<file path="config.mk">
export PLATFORM = sky130hd
export DESIGN_NAME = vram_arbiter
export DESIGN_NICKNAME = d
export VERILOG_FILES = /design/src/rtl/vram_pkg.sv /design/src/rtl/vram_fetch_ctr.sv /design/src/rtl/vram_arbiter.sv
export SDC_FILE = /design/constraint.sdc
export NUM_CORES = 1
export LEC_CHECK = 0
export ABC_AREA = 1
export CORE_UTILIZATION = 36
export DETAILED_ROUTE_END_ITERATION = 6
export HOLD_SLACK_MARGIN = 0.08
export PLACE_DENSITY = 0.95
export SKIP_LAST_GASP = 1
export SYNTH_ARGS = -nofsm -noshare
export SYNTH_HDL_FRONTEND = slang
export SYNTH_SLANG_ARGS = --single-unit
</file>
<file path="constraint.sdc">
create_clock -name clk_i -period 3.35 [get_ports clk_i]
set_input_delay 0.335 -clock clk_i [delete_from_list [all_inputs] [get_ports clk_i]]
set_output_delay 0.335 -clock clk_i [all_outputs]
set_load 0.05 [all_outputs]
</file>
<file path="src/rtl/vram_pkg.sv">
// Shared types for the VRAM arbiter: fetch FSM states, RAM slot owner, line-buffer index width.
package vram_pkg;

  typedef enum logic {IDLE = 1'b0, FETCH = 1'b1} state_e;

  typedef enum logic [1:0] {NONE = 2'd0, VID = 2'd1, HOST = 2'd2} slot_e;

  // Index width for a line buffer of `words` entries (never narrower than one bit).
  function automatic int lb_idx_w(input int words);
    return (words > 2) ? $clog2(words) : 1;
  endfunction

endpackage

</file>
<file path="src/rtl/vram_fetch_ctr.sv">
// Scanline burst sequencer: latches the line base address and walks the word index
// while the fetch FSM is in FETCH.
module vram_fetch_ctr
  import vram_pkg::*;
#(
  parameter int ADDR_W         = 14,
  parameter int WORDS_PER_LINE = 16,
  parameter int LB_IDX_W       = 4
) (
  input  logic                clk_i,
  input  logic                rst_ni,
  input  logic                start_i,
  input  logic [8:0]          line_idx_i,
  input  logic                adv_i,
  output logic                active_o,
  output logic [LB_IDX_W-1:0] idx_o,
  output logic [ADDR_W-1:0]   addr_o
);

  state_e                state_q, state_d;
  logic [ADDR_W-1:0]     base_q, base_d;
  logic [LB_IDX_W-1:0]   idx_q, idx_d;

  always_ff @(posedge clk_i or negedge rst_ni) begin
    if (!rst_ni) begin
      state_q <= IDLE;
      base_q  <= '0;
      idx_q   <= '0;
    end else begin
      state_q <= state_d;
      base_q  <= base_d;
      idx_q   <= idx_d;
    end
  end

  always_comb begin
    state_d = state_q;
    base_d  = base_q;
    idx_d   = idx_q;
    // A new line start always wins: any burst in flight is abandoned.
    if (start_i) begin
      state_d = FETCH;
      base_d  = ADDR_W'({line_idx_i, {LB_IDX_W{1'b0}}});
      idx_d   = '0;
    end else if (state_q == FETCH && adv_i) begin
      if (idx_q == LB_IDX_W'(WORDS_PER_LINE - 1)) begin
        state_d = IDLE;
        idx_d   = '0;
      end else begin
        idx_d = idx_q + LB_IDX_W'(1);
      end
    end
  end

  assign active_o = (state_q == FETCH);
  assign idx_o    = idx_q;
  assign addr_o   = base_q + ADDR_W'(idx_q);

endmodule

</file>
<file path="src/rtl/vram_arbiter.sv">
// Single-port VRAM arbiter: scanline prefetch bursts have priority over host accesses,
// except when the host has been starved for HOST_MAX_WAIT cycles.
module vram_arbiter
  import vram_pkg::*;
#(
  parameter int ADDR_W         = 14,
  parameter int DATA_W         = 16,
  parameter int WORDS_PER_LINE = 16,
  parameter int HOST_MAX_WAIT  = 8
) (
  input  logic                              clk_i,
  input  logic                              rst_ni,
  input  logic                              line_start_i,
  input  logic [8:0]                        line_idx_i,
  output logic                              vid_we_o,
  output logic [$clog2(WORDS_PER_LINE)-1:0] vid_waddr_o,
  output logic [DATA_W-1:0]                 vid_wdata_o,
  output logic                              underrun_o,
  input  logic                              host_req_i,
  input  logic                              host_we_i,
  input  logic [ADDR_W-1:0]                 host_addr_i,
  input  logic [DATA_W-1:0]                 host_wdata_i,
  output logic                              host_gnt_o,
  output logic                              host_rvalid_o,
  output logic [DATA_W-1:0]                 host_rdata_o,
  output logic                              mem_en_o,
  output logic                              mem_we_o,
  output logic [ADDR_W-1:0]                 mem_addr_o,
  output logic [DATA_W-1:0]                 mem_wdata_o,
  input  logic [DATA_W-1:0]                 mem_rdata_i
);

  localparam int LB_IDX_W = lb_idx_w(WORDS_PER_LINE);
  localparam int WAIT_W   = $clog2(HOST_MAX_WAIT + 1);

  logic                fetch_active;
  logic [LB_IDX_W-1:0] fetch_idx;
  logic [ADDR_W-1:0]   fetch_addr;
  slot_e               slot;

  logic [WAIT_W-1:0]   wait_q, wait_d;
  slot_e               tag_slot_q, tag_slot_d;
  logic [LB_IDX_W-1:0] tag_idx_q, tag_idx_d;
  logic                underrun_q, underrun_d;

  vram_fetch_ctr #(
    .ADDR_W        (ADDR_W),
    .WORDS_PER_LINE(WORDS_PER_LINE),
    .LB_IDX_W      (LB_IDX_W)
  ) u_fetch (
    .clk_i     (clk_i),
    .rst_ni    (rst_ni),
    .start_i   (line_start_i),
    .line_idx_i(line_idx_i),
    .adv_i     (slot == VID),
    .active_o  (fetch_active),
    .idx_o     (fetch_idx),
    .addr_o    (fetch_addr)
  );

  always_ff @(posedge clk_i or negedge rst_ni) begin
    if (!rst_ni) begin
      wait_q     <= '0;
      tag_slot_q <= NONE;
      tag_idx_q  <= '0;
      underrun_q <= 1'b0;
    end else begin
      wait_q     <= wait_d;
      tag_slot_q <= tag_slot_d;
      tag_idx_q  <= tag_idx_d;
      underrun_q <= underrun_d;
    end
  end

  // Slot select; held at NONE during reset so the RAM sees no access.
  always_comb begin
    slot = NONE;
    if (rst_ni) begin
      if (host_req_i && wait_q == WAIT_W'(HOST_MAX_WAIT)) slot = HOST;
      else if (fetch_active)                               slot = VID;
      else if (host_req_i)                                 slot = HOST;
    end
  end

  always_comb begin
    mem_en_o    = (slot != NONE);
    mem_we_o    = (slot == HOST) && host_we_i;
    mem_addr_o  = '0;
    mem_wdata_o = '0;
    if (slot == VID)  mem_addr_o = fetch_addr;
    if (slot == HOST) mem_addr_o = host_addr_i;
    if (mem_we_o)     mem_wdata_o = host_wdata_i;
  end

  always_comb begin
    wait_d = '0;
    if (host_req_i && slot != HOST)
      wait_d = (wait_q == WAIT_W'(HOST_MAX_WAIT)) ? wait_q : wait_q + WAIT_W'(1);
    tag_slot_d = NONE;
    if (slot == VID)                     tag_slot_d = VID;
    else if (slot == HOST && !host_we_i) tag_slot_d = HOST;
    tag_idx_d  = fetch_idx;
    underrun_d = line_start_i && fetch_active;
  end

  assign host_gnt_o    = (slot == HOST);
  assign vid_we_o      = (tag_slot_q == VID);
  assign vid_waddr_o   = vid_we_o ? tag_idx_q : '0;
  assign vid_wdata_o   = vid_we_o ? mem_rdata_i : '0;
  assign host_rvalid_o = (tag_slot_q == HOST);
  assign host_rdata_o  = host_rvalid_o ? mem_rdata_i : '0;
  assign underrun_o    = underrun_q;

endmodule

</file>
==> flow_metrics.tcl <==
set metrics [dict create \
    area_growth_pct 103.9 \
    numCtsBuffers 3 \
    synth_cell_types 22 \
    clock_path_buffers 2 \
    power_leakage_nw 1.608 \
    path_clk_slew_ns 0.09 \
    power_density_nw_per_um2 270.9 \
    core_area_um2 4354 \
    yosysMostFrequentCell "inv_1" \
    synth.avg_cell_area_um2 6.695 \
    fp-row-count 24 \
    dp_hpwl_mm 4.368 \
    gp_congestion 0.7483 \
    yosysTopAreaCellShare_pct 38.14 \
    start_util_pct 37.67 \
    grt_max_degree 22 \
    netlist_instances 245 \
    cts_setup_buffers 0 \
    setup_viol 0 \
    clock.fmax_mhz 384.2 \
    drt_iter0_drc 40 \
    synth-seq-area-share_pct 38.14 \
    cts_root_buffer "clkbuf_8" \
    remaining_drc_errors 0 \
    synth_warnings 0 \
    wl_per_cell_um 12.59 \
    mappedNetlistArea_um2 1640 \
    die-area_um2 4830 \
    cts_tree "done" \
    cap_violations 0 \
    slew_violations 0 \
    antenna_found_initial 0 \
    post-place-cells 422 \
    arrival_ns 2.27 \
    tns_ns 0 \
    synth_enable_flop_cells 0 \
    io_buffers 131 \
    grt_use_met2_pct 41.64 \
    synth-async-reset-ratio_pct 100.0 \
    synth_seq_cells 25 \
    htree_levels 1 \
    use_met3_pct 4.651 \
    worstSkewPairLatency_ns 0.27 \
    grt_pass1_vias 1952 \
    route.vias.total 1946 \
    yosys-top-cells-count "inv_1, nor2_1, nand2_1" \
    die-width_um 69.50 \
    wirelength_mm 5.365 \
    clock_sinks 25 \
    synthesis.nets 308 \
    use_met1_pct 25.44 \
    busiest_layer "met2" \
    yosysTopAreaCell "dfrtp_1" \
    ys_top_cells_by_area "dfrtp_1, inv_1, nor2_1" \
    num_io_pins 132 \
    status "finished, final reports clean" \
    yosys_most_used_dff "dfrtp_1" \
    antenna_cells 0 \
    tightest_slew_ns 0.6567 \
    p_total_w 0.0009060 \
    final_layout_size_suffix_gt1_share_pct 15.24 \
    nets 438 \
    crit_required_ns 3.01 \
    layout.cells.non_filler 426 \
    grtUsageTotal_pct 22.71 \
    rsz0062_at_grt "false" \
    hold_path_class "input pin to asynchronous set/reset pin" \
    grt.overflow.total 0 \
    crit_type "input pin to output port" \
    drt-pass1-iter-count 4 \
    cp-start-kind "input pin" \
    final_hold_viol_count 0 \
    path_max_fanout 17 \
    irDropWorstVdd_v 0.0002047 \
    maxSlewHeadroom_pct 56.12 \
    ctsResizeCount 0 \
    postRouteAntennaNets 0 \
    worstSetupEndpointType "output port" \
    finalCritPeriodShare_pct 77.71 \
    die_h_um 69.50 \
    finalClockSkew_ns 0.002439 \
    grt_pass1_wl_mm 8.887 \
    viasPerCell 4.568 \
    layout_min_cycle_time_ns 2.603 \
    holdBufCountCts 0 \
]
cell type report:
type	instances	area, um2
multi-input cells	152	739.5
repair buffers	133	1644
fillers	296	1010
flip-flops and latches	25	625.6
well taps	52	65.06
clock buffers	4	45.04
inverters	60	225.2
kinds of logic (layout without fill, tap and decap cells):
kind of cell	Yosys count	count (layout)	synth area share, %
and+or+nand+nor	122	122	31.43
DFF	25	25	38.14
xor gates and xnor gates	4	4	2.136
AOI/OAI and AO/OA	23	23	9.230
buffers and inverters	68	197	16.78
adders and majority gates	3	3	2.289
cells in the final DEF (no fill, tap or decap), drive strengths merged:
cell type and instances:
clkdlybuf4s50 98, nor2 60, inv 58, nand2 49, buf 35, dfrtp 25, o21ai 21, nand3 10
clkbuf 4, nand4 3, xor2 3, ha 3, clkinv 2, a21oi 1, xnor2 1, o211ai 1
final timing paths:
check                                    end  slack [ns]             start  depth (start not counted)
setup / recovery             mem_wdata_o[15]        0.75            rst_ni                          7
hold / removal             u_fetch.base_q[8]        0.36            rst_ni                          2
setup reg to reg            u_fetch.idx_o[3]        1.67         wait_q[0]                          6
hold reg to reg                 tag_idx_q[3]        0.48  u_fetch.idx_o[3]                          0
max in group asynchronous   u_fetch.idx_o[3]        2.55            rst_ni                          3
min in group clk_i              tag_idx_q[3]        0.48  u_fetch.idx_o[3]                          0
critical path, cell delays in order:
cell and delay, ns:
clkdlybuf4s50_1 0.46, buf_4 0.20, nand2_1 0.12, a21oi_4 0.42, nand2_4 0.26, nor2_1 0.29, buf_12 0.18
sequential cells by signal, indices dropped and copies added, names as in the netlist:
| register | flops |
|---|---|
| wait_q | 4 |
| tag_idx_q | 4 |
| u_fetch.idx_o | 4 |
| u_fetch.active_o | 1 |
| underrun_o | 1 |
| u_fetch.base_q | 9 |
| tag_slot_q | 2 |
per-layer routing:
metal / part of all wire, % / wire length (um)
met2: 52 / 2788
met1: 37 / 2007
met3: 7.9 / 424
met4: 2.7 / 145
met5: 0 / 0
metrics by stage:
step | setup slack [ns] | util, % | hold WS [ns] | instance area, um2
after floorplan | 0.7968 | - | 0.03941 | 1640
after global placement | 0.8746 | 75.78 | 0.4184 | 3299
after detailed placement | 0.7248 | 75.78 | 0.4362 | 3299
after CTS | 0.7107 | 76.81 | 0.3657 | 3344
after global routing | 0.6333 | 76.81 | 0.3750 | 3344
final | 0.7469 | 76.81 | 0.3599 | 3344
report_power, final:
part | switching [W] | internal (W) | total, W
logic | 0.000218 | 0.000170 | 0.000388
clock network | 0.0000943 | 0.0000851 | 0.000179
registers | 0.0000152 | 0.000323 | 0.000339
Note: power is estimated with default switching activity, not from simulation.
